## src/rtl/array_3d_pkg.sv

```systemverilog
// ============================================================================
// Module   : array_3d_pkg
// Purpose  : Shared types, default dimensions and the index-width helper for
//            the 3D array sweep controller.
// Revision : 1.0 - initial release
// ============================================================================
`default_nettype none

package array_3d_pkg;

    typedef enum logic [1:0] {
        IDLE = 2'd0,
        RUN  = 2'd1,
        DONE = 2'd2
    } sweep_state_t;

    localparam int DEF_DIM_I = 4;
    localparam int DEF_DIM_J = 3;
    localparam int DEF_DIM_K = 2;
    localparam int DEF_DW    = 8;

    // A dimension of 1 still gets a 1-bit index so ports never collapse to zero width.
    function automatic int idx_w(input int dim);
        return (dim < 2) ? 1 : $clog2(dim);
    endfunction

endpackage

`default_nettype wire

```

## src/rtl/array_3d_idx_cnt.sv

```systemverilog
// ============================================================================
// Module   : array_3d_idx_cnt
// Purpose  : Nested i->j->k wrap counter (k innermost) with clear and step.
// Revision : 1.0 - initial release
// ============================================================================
`default_nettype none

module array_3d_idx_cnt
    import array_3d_pkg::*;
#(
    parameter  int DIM_I = DEF_DIM_I,
    parameter  int DIM_J = DEF_DIM_J,
    parameter  int DIM_K = DEF_DIM_K,
    localparam int IW_I  = idx_w(DIM_I),
    localparam int IW_J  = idx_w(DIM_J),
    localparam int IW_K  = idx_w(DIM_K)
) (
    input  logic            clk,
    input  logic            rst_n,
    input  logic            clr,
    input  logic            inc,
    output logic [IW_I-1:0] idx_i,
    output logic [IW_J-1:0] idx_j,
    output logic [IW_K-1:0] idx_k,
    output logic            last
);

    localparam logic [IW_I-1:0] I_MAX = IW_I'(DIM_I - 1);
    localparam logic [IW_J-1:0] J_MAX = IW_J'(DIM_J - 1);
    localparam logic [IW_K-1:0] K_MAX = IW_K'(DIM_K - 1);

    logic [IW_I-1:0] idx_i_q, idx_i_d;
    logic [IW_J-1:0] idx_j_q, idx_j_d;
    logic [IW_K-1:0] idx_k_q, idx_k_d;
    logic            w_i_max, w_j_max, w_k_max;

    assign w_i_max = (idx_i_q == I_MAX);
    assign w_j_max = (idx_j_q == J_MAX);
    assign w_k_max = (idx_k_q == K_MAX);

    always_comb begin
        idx_i_d = idx_i_q;
        idx_j_d = idx_j_q;
        idx_k_d = idx_k_q;
        if (clr) begin
            idx_i_d = '0;
            idx_j_d = '0;
            idx_k_d = '0;
        end else if (inc) begin
            // Stepping past the last element wraps every digit back to zero.
            if (!w_k_max) begin
                idx_k_d = idx_k_q + IW_K'(1);
            end else begin
                idx_k_d = '0;
                if (!w_j_max) begin
                    idx_j_d = idx_j_q + IW_J'(1);
                end else begin
                    idx_j_d = '0;
                    idx_i_d = w_i_max ? '0 : idx_i_q + IW_I'(1);
                end
            end
        end
    end

    always_ff @(posedge clk or negedge rst_n) begin
        if (!rst_n) begin
            idx_i_q <= '0;
            idx_j_q <= '0;
            idx_k_q <= '0;
        end else begin
            idx_i_q <= idx_i_d;
            idx_j_q <= idx_j_d;
            idx_k_q <= idx_k_d;
        end
    end

    assign idx_i = idx_i_q;
    assign idx_j = idx_j_q;
    assign idx_k = idx_k_q;
    assign last  = w_i_max & w_j_max & w_k_max;

endmodule

`default_nettype wire

```

## src/rtl/array_3d_sweep_ctrl.sv

```systemverilog
// ============================================================================
// Module   : array_3d_sweep_ctrl
// Purpose  : Fills a packed 3D array with base+i+j+k, one element per enabled
//            cycle. Define ARRAY_3D_SWEEP_CLEAR_EN to zero the array on start.
// Revision : 1.0 - initial release
// ============================================================================
`default_nettype none

module array_3d_sweep_ctrl
    import array_3d_pkg::*;
#(
    parameter  int DIM_I = DEF_DIM_I,
    parameter  int DIM_J = DEF_DIM_J,
    parameter  int DIM_K = DEF_DIM_K,
    parameter  int DW    = DEF_DW,
    localparam int IW_I  = idx_w(DIM_I),
    localparam int IW_J  = idx_w(DIM_J),
    localparam int IW_K  = idx_w(DIM_K)
) (
    input  logic                                        clk,
    input  logic                                        rst_n,
    input  logic                                        start,
    input  logic [DW-1:0]                               base,
    input  logic                                        step_en,
    output logic                                        busy,
    output logic                                        done,
    output logic                                        wr_en,
    output logic [IW_I-1:0]                             idx_i,
    output logic [IW_J-1:0]                             idx_j,
    output logic [IW_K-1:0]                             idx_k,
    output logic [DIM_I-1:0][DIM_J-1:0][DIM_K-1:0][DW-1:0] array_o
);

    sweep_state_t state_q, state_d;
    logic [DW-1:0] base_q, base_d;
    logic          busy_q, busy_d;
    logic          done_q, done_d;
    logic [DIM_I-1:0][DIM_J-1:0][DIM_K-1:0][DW-1:0] array_q, array_d;

    logic          w_accept;
    logic          w_wr;
    logic          w_last;
    logic [DW+1:0] w_sum;

    assign w_accept = (state_q == IDLE) & start;
    assign w_wr     = (state_q == RUN) & step_en;

    array_3d_idx_cnt #(
        .DIM_I (DIM_I),
        .DIM_J (DIM_J),
        .DIM_K (DIM_K)
    ) u_idx_cnt (
        .clk   (clk),
        .rst_n (rst_n),
        .clr   (w_accept),
        .inc   (w_wr),
        .idx_i (idx_i),
        .idx_j (idx_j),
        .idx_k (idx_k),
        .last  (w_last)
    );

    // Two guard bits keep the sum exact before it is folded back to DW bits.
    assign w_sum = (DW+2)'(base_q) + (DW+2)'(idx_i) + (DW+2)'(idx_j) + (DW+2)'(idx_k);

    always_comb begin
        state_d = state_q;
        base_d  = base_q;
        array_d = array_q;
        case (state_q)
            IDLE: begin
                if (start) begin
                    state_d = RUN;
                    base_d  = base;
`ifdef ARRAY_3D_SWEEP_CLEAR_EN
                    array_d = '0;
`endif
                end
            end
            RUN: begin
                if (step_en) begin
                    array_d[idx_i][idx_j][idx_k] = w_sum[DW-1:0];
                    if (w_last) begin
                        state_d = DONE;
                    end
                end
            end
            DONE:    state_d = IDLE;
            default: state_d = IDLE;
        endcase
        busy_d = (state_d == RUN);
        done_d = (state_d == DONE);
    end

    always_ff @(posedge clk or negedge rst_n) begin
        if (!rst_n) begin
            state_q <= IDLE;
            base_q  <= '0;
            busy_q  <= 1'b0;
            done_q  <= 1'b0;
            array_q <= '0;
        end else begin
            state_q <= state_d;
            base_q  <= base_d;
            busy_q  <= busy_d;
            done_q  <= done_d;
            array_q <= array_d;
        end
    end

    assign busy    = busy_q;
    assign done    = done_q;
    assign wr_en   = w_wr;
    assign array_o = array_q;

endmodule

`default_nettype wire

```

## config.mk

```make
export PLATFORM = sky130hd
export DESIGN_NAME = array_3d_sweep_ctrl
export DESIGN_NICKNAME = d
export VERILOG_FILES = /design/src/rtl/array_3d_pkg.sv /design/src/rtl/array_3d_idx_cnt.sv /design/src/rtl/array_3d_sweep_ctrl.sv
export SDC_FILE = /design/constraint.sdc
export NUM_CORES = 1
export LEC_CHECK = 0
export ABC_AREA = 1
export ABC_CLOCK_PERIOD_IN_PS = 4720
export BUFFER_PORTS_ARGS = -buffer_cell sky130_fd_sc_hd__buf_2
export CORE_ASPECT_RATIO = 0.9
export CORE_UTILIZATION = 57
export CTS_CLUSTER_DIAMETER = 200
export DETAILED_ROUTE_END_ITERATION = 16
export PLACE_DENSITY = 0.88
export SLEW_MARGIN = 20
export SYNTH_ARGS = -nofsm -noshare
export SYNTH_HDL_FRONTEND = slang
export SYNTH_HIERARCHICAL = 1
export SYNTH_SLANG_ARGS = --single-unit
```

## constraint.sdc

```tcl
create_clock -name clk -period 4.72 [get_ports clk]
set_clock_uncertainty 0.1 [all_clocks]
set_input_delay 0.236 -clock clk [delete_from_list [all_inputs] [get_ports clk]]
set_output_delay 0.236 -clock clk [all_outputs]
set_load 0.02 [all_outputs]
```

==> results.md <==
* Crit path DAT at 3.59 ns
* Critical path class: flop to flop
* Outcome: finished clean
* Leading area contributor after synthesis: dfrtp_1
* Area delta synth->final at 22.8%
* FMAX at 300 MHz
* Inserted Clock Buffers at 22
* Mapped Cells at 935
* Syn_area_per_cell at 9.15 um^2
* Final Hold Fails at 0
* Number of I/O pins at 212
* VDD IR max at 465 uV
* Worst setup SP type: flop
* Worst rel slew slack at 21.6%
* Setup TNS at 0 ns
* Number of synthesized register bits at 209
* Die Ht at 118 um
* CTS tree: built
* Layout cell share with drive strength beyond 1 at 26.9%
* Vias in the first global route at 6814
* WP data required at 4.98 ns
* Crit share post-route at 70.7%
* Ys Warns at 6
* RSZ-0062 raised after global routing: false
* Htree depth at 1
* Remaining DRCs at 0
* Slew Viols, Final at 0
* DR WL/cell at 17.1 um
* Port Buffers at 211
* Crit-path max FO at 13
* Hold Path Class: input pin to flop
* Grt ovf at 0
* Area contributors post-synth: dfrtp_1 61%, nand2_1 20%, nand3_1 3.0%
* Antenna-violating nets left at 0
* Setup-failing EPs final at 0
* PD cells at 705 mW/mm^2
* Synth top area share at 61.1%
* Routed vias/inst at 5.33
* Syn nets at 954
* Max cap viols at 0
* DRT Pass-1 Iters at 5
* Post-synthesis sequential area ratio at 61.1%
* Die area at 0.0155 mm^2
* Distinct cells, synth at 31
* Initial Util at 58.4%
* Vias at 7203
* Clk Latency, worst-skew pair at 0.49 ns
* Final min period at 3.34 ns
* Final wirelength at 23000 um
* Pleak at 0.00611 uW
* Final Net Count at 1159
* Synthesized cell area at 0.00856 mm^2
* Core ar. at 0.0147 mm^2
* CTS Sinks at 209
* Initial DRC count at 605
* Total power draw at 7410 uW
* Clock slew at reported path FFs at 0.06 ns
* Antenna Cells at 0
* Root buf cell: clkbuf_16
* Initial antenna violation count at 0
* Overall global routing resource usage at 30.0%
* Worst setup EP type: flop
* Die width at 131 um
* Dpl hpwl at 14800 um
* Slew @ Worst Pin at 1.17 ns
* First-pass GRT wire length at 36400 um
* GP Congestion at 0.831
* Clock tree buffer depth at 3
* Pin count of the biggest net entering global routing at 132
* Fill count at 1104
* Row count at 42
* CTS resizes at 0
where the power goes:
| group | switching, uW | internal [uW] |
|---|---|---|
| combinational | 2240 | 753 |
| clock | 682 | 1070 |
| sequential | 370 | 2300 |
| total | 3290 | 4120 |
critical path, cell delays in order, from the launching register on:
cell and delay (ns):
dfrtp_1 0.65, fa_1 0.50, ha_1 0.24, fa_1 0.43, xnor2_2 0.76, buf_4 0.37, o21ai_0 0.14
per-stage QoR:
step	worst slack (ns)	hold WS (ns)	area, um^2	util [%]	std cells
floorplan	1.86	-0.160	8560	-	935
global placement	1.55	0.330	9670	66.0	1305
detailed placement	1.42	0.340	9670	66.0	1305
CTS	1.42	0.0955	10500	71.7	1351
global route	1.27	0.121	10500	71.7	1351
finish	1.38	0.109	10500	71.7	1351
synth_stat cells:
cell,instances
a21oi_1,1
buf_2,27
buf_4,1
buf_6,8
clkbuf_1,9
clkinv_2,1
dfrtp_1,209
fa_1,3
ha_1,4
inv_1,35
inv_2,11
inv_4,2
nand2_1,446
nand2_2,4
nand2_4,2
nand3_1,52
nand3_2,4
nand4_1,1
nor2_1,13
nor2_2,2
nor2_4,10
nor2_8,1
nor3_1,1
nor3_2,2
nor3_4,2
o21ai_0,42
o21ai_1,26
o21ai_2,12
or2_2,1
xnor2_1,2
xor2_1,1
flip-flops by register name, indices dropped and copies added, names as in the netlist:
name	cells
state_q	2
busy	1
u_idx_cnt/idx_k	1
u_idx_cnt/idx_j	2
array_o	192
done	1
u_idx_cnt/idx_i	2
base_q	8
final timing paths:
kind / startpoint / end / slack (ns) / cells after the start
max in group asynchronous: rst_n / array_o[181] / 3.06 / 3
min: start / base_q[4] / 0.11 / 4
min in group asynchronous: rst_n / array_o[16] / 0.34 / 2
max reg2reg: u_idx_cnt/idx_j[0] / array_o[58] / 1.38 / 6
max: u_idx_cnt/idx_j[0] / array_o[58] / 1.38 / 6
min reg2reg: array_o[75] / array_o[75] / 0.37 / 2
cells by family after synthesis:
| logic type | after synthesis | synth area share [%] |
|---|---|---|
| buf+inv | 94 | 5.34 |
| flops | 209 | 61.1 |
| compound gates | 81 | 5.26 |
| xor+xnor | 3 | 0.307 |
| fa+ha+maj | 7 | 1.29 |
| simple gates | 541 | 26.7 |
what timing repair did:
action,in CTS,in global routing
buffers inserted,0,0
endpoints found under the setup margin,0,0
endpoints found under the hold margin,137,0
hold buffers,9,0
layout make-up:
| type | count | area, um^2 | area share, % |
|---|---|---|---|
| sequential | 209 | 5230 | 49.8 |
| multi-input combinational | 632 | 2900 | 27.6 |
| timing repair buffer | 226 | 1200 | 11.4 |
| clock buffer | 30 | 652 | 6.20 |
| tap | 198 | 248 | 2.36 |
| inverter | 49 | 190 | 1.81 |
| clock inverter | 7 | 90.1 | 0.857 |
routing by layer:
metal / global-route usage, % / part of all wire [%]
met1: 40.3 / 43
met2: 49.5 / 47
met3: 6.05 / 7.2
met4: 8.90 / 2.3
met5: 0 / 0
cells in the final DEF (no fill, tap or decap), types with 2 or more instances in the layout:
master         count
ha_1               4
buf_4              6
fa_1               3
nand2_4            2
o21ai_1           26
clkinvlp_4         2
nor3_2             2
bufinv_16          2
nand3_2            4
nand3_1           52
clkbuf_8           5
nor3_4             2
inv_4              2
dfrtp_1          209
clkbuf_16         23
inv_2             11
nor2_4            10
dlygate4sd3_1      9
nand2_1          445
clkbuf_1           2
o21ai_0           42
buf_2            210
o21ai_2           12
xnor2_2            2
nand2_2            5
nor2_1            13
nor2_2             2
clkinv_2           4
inv_1             35
Power figures use the tool's default switching activity.
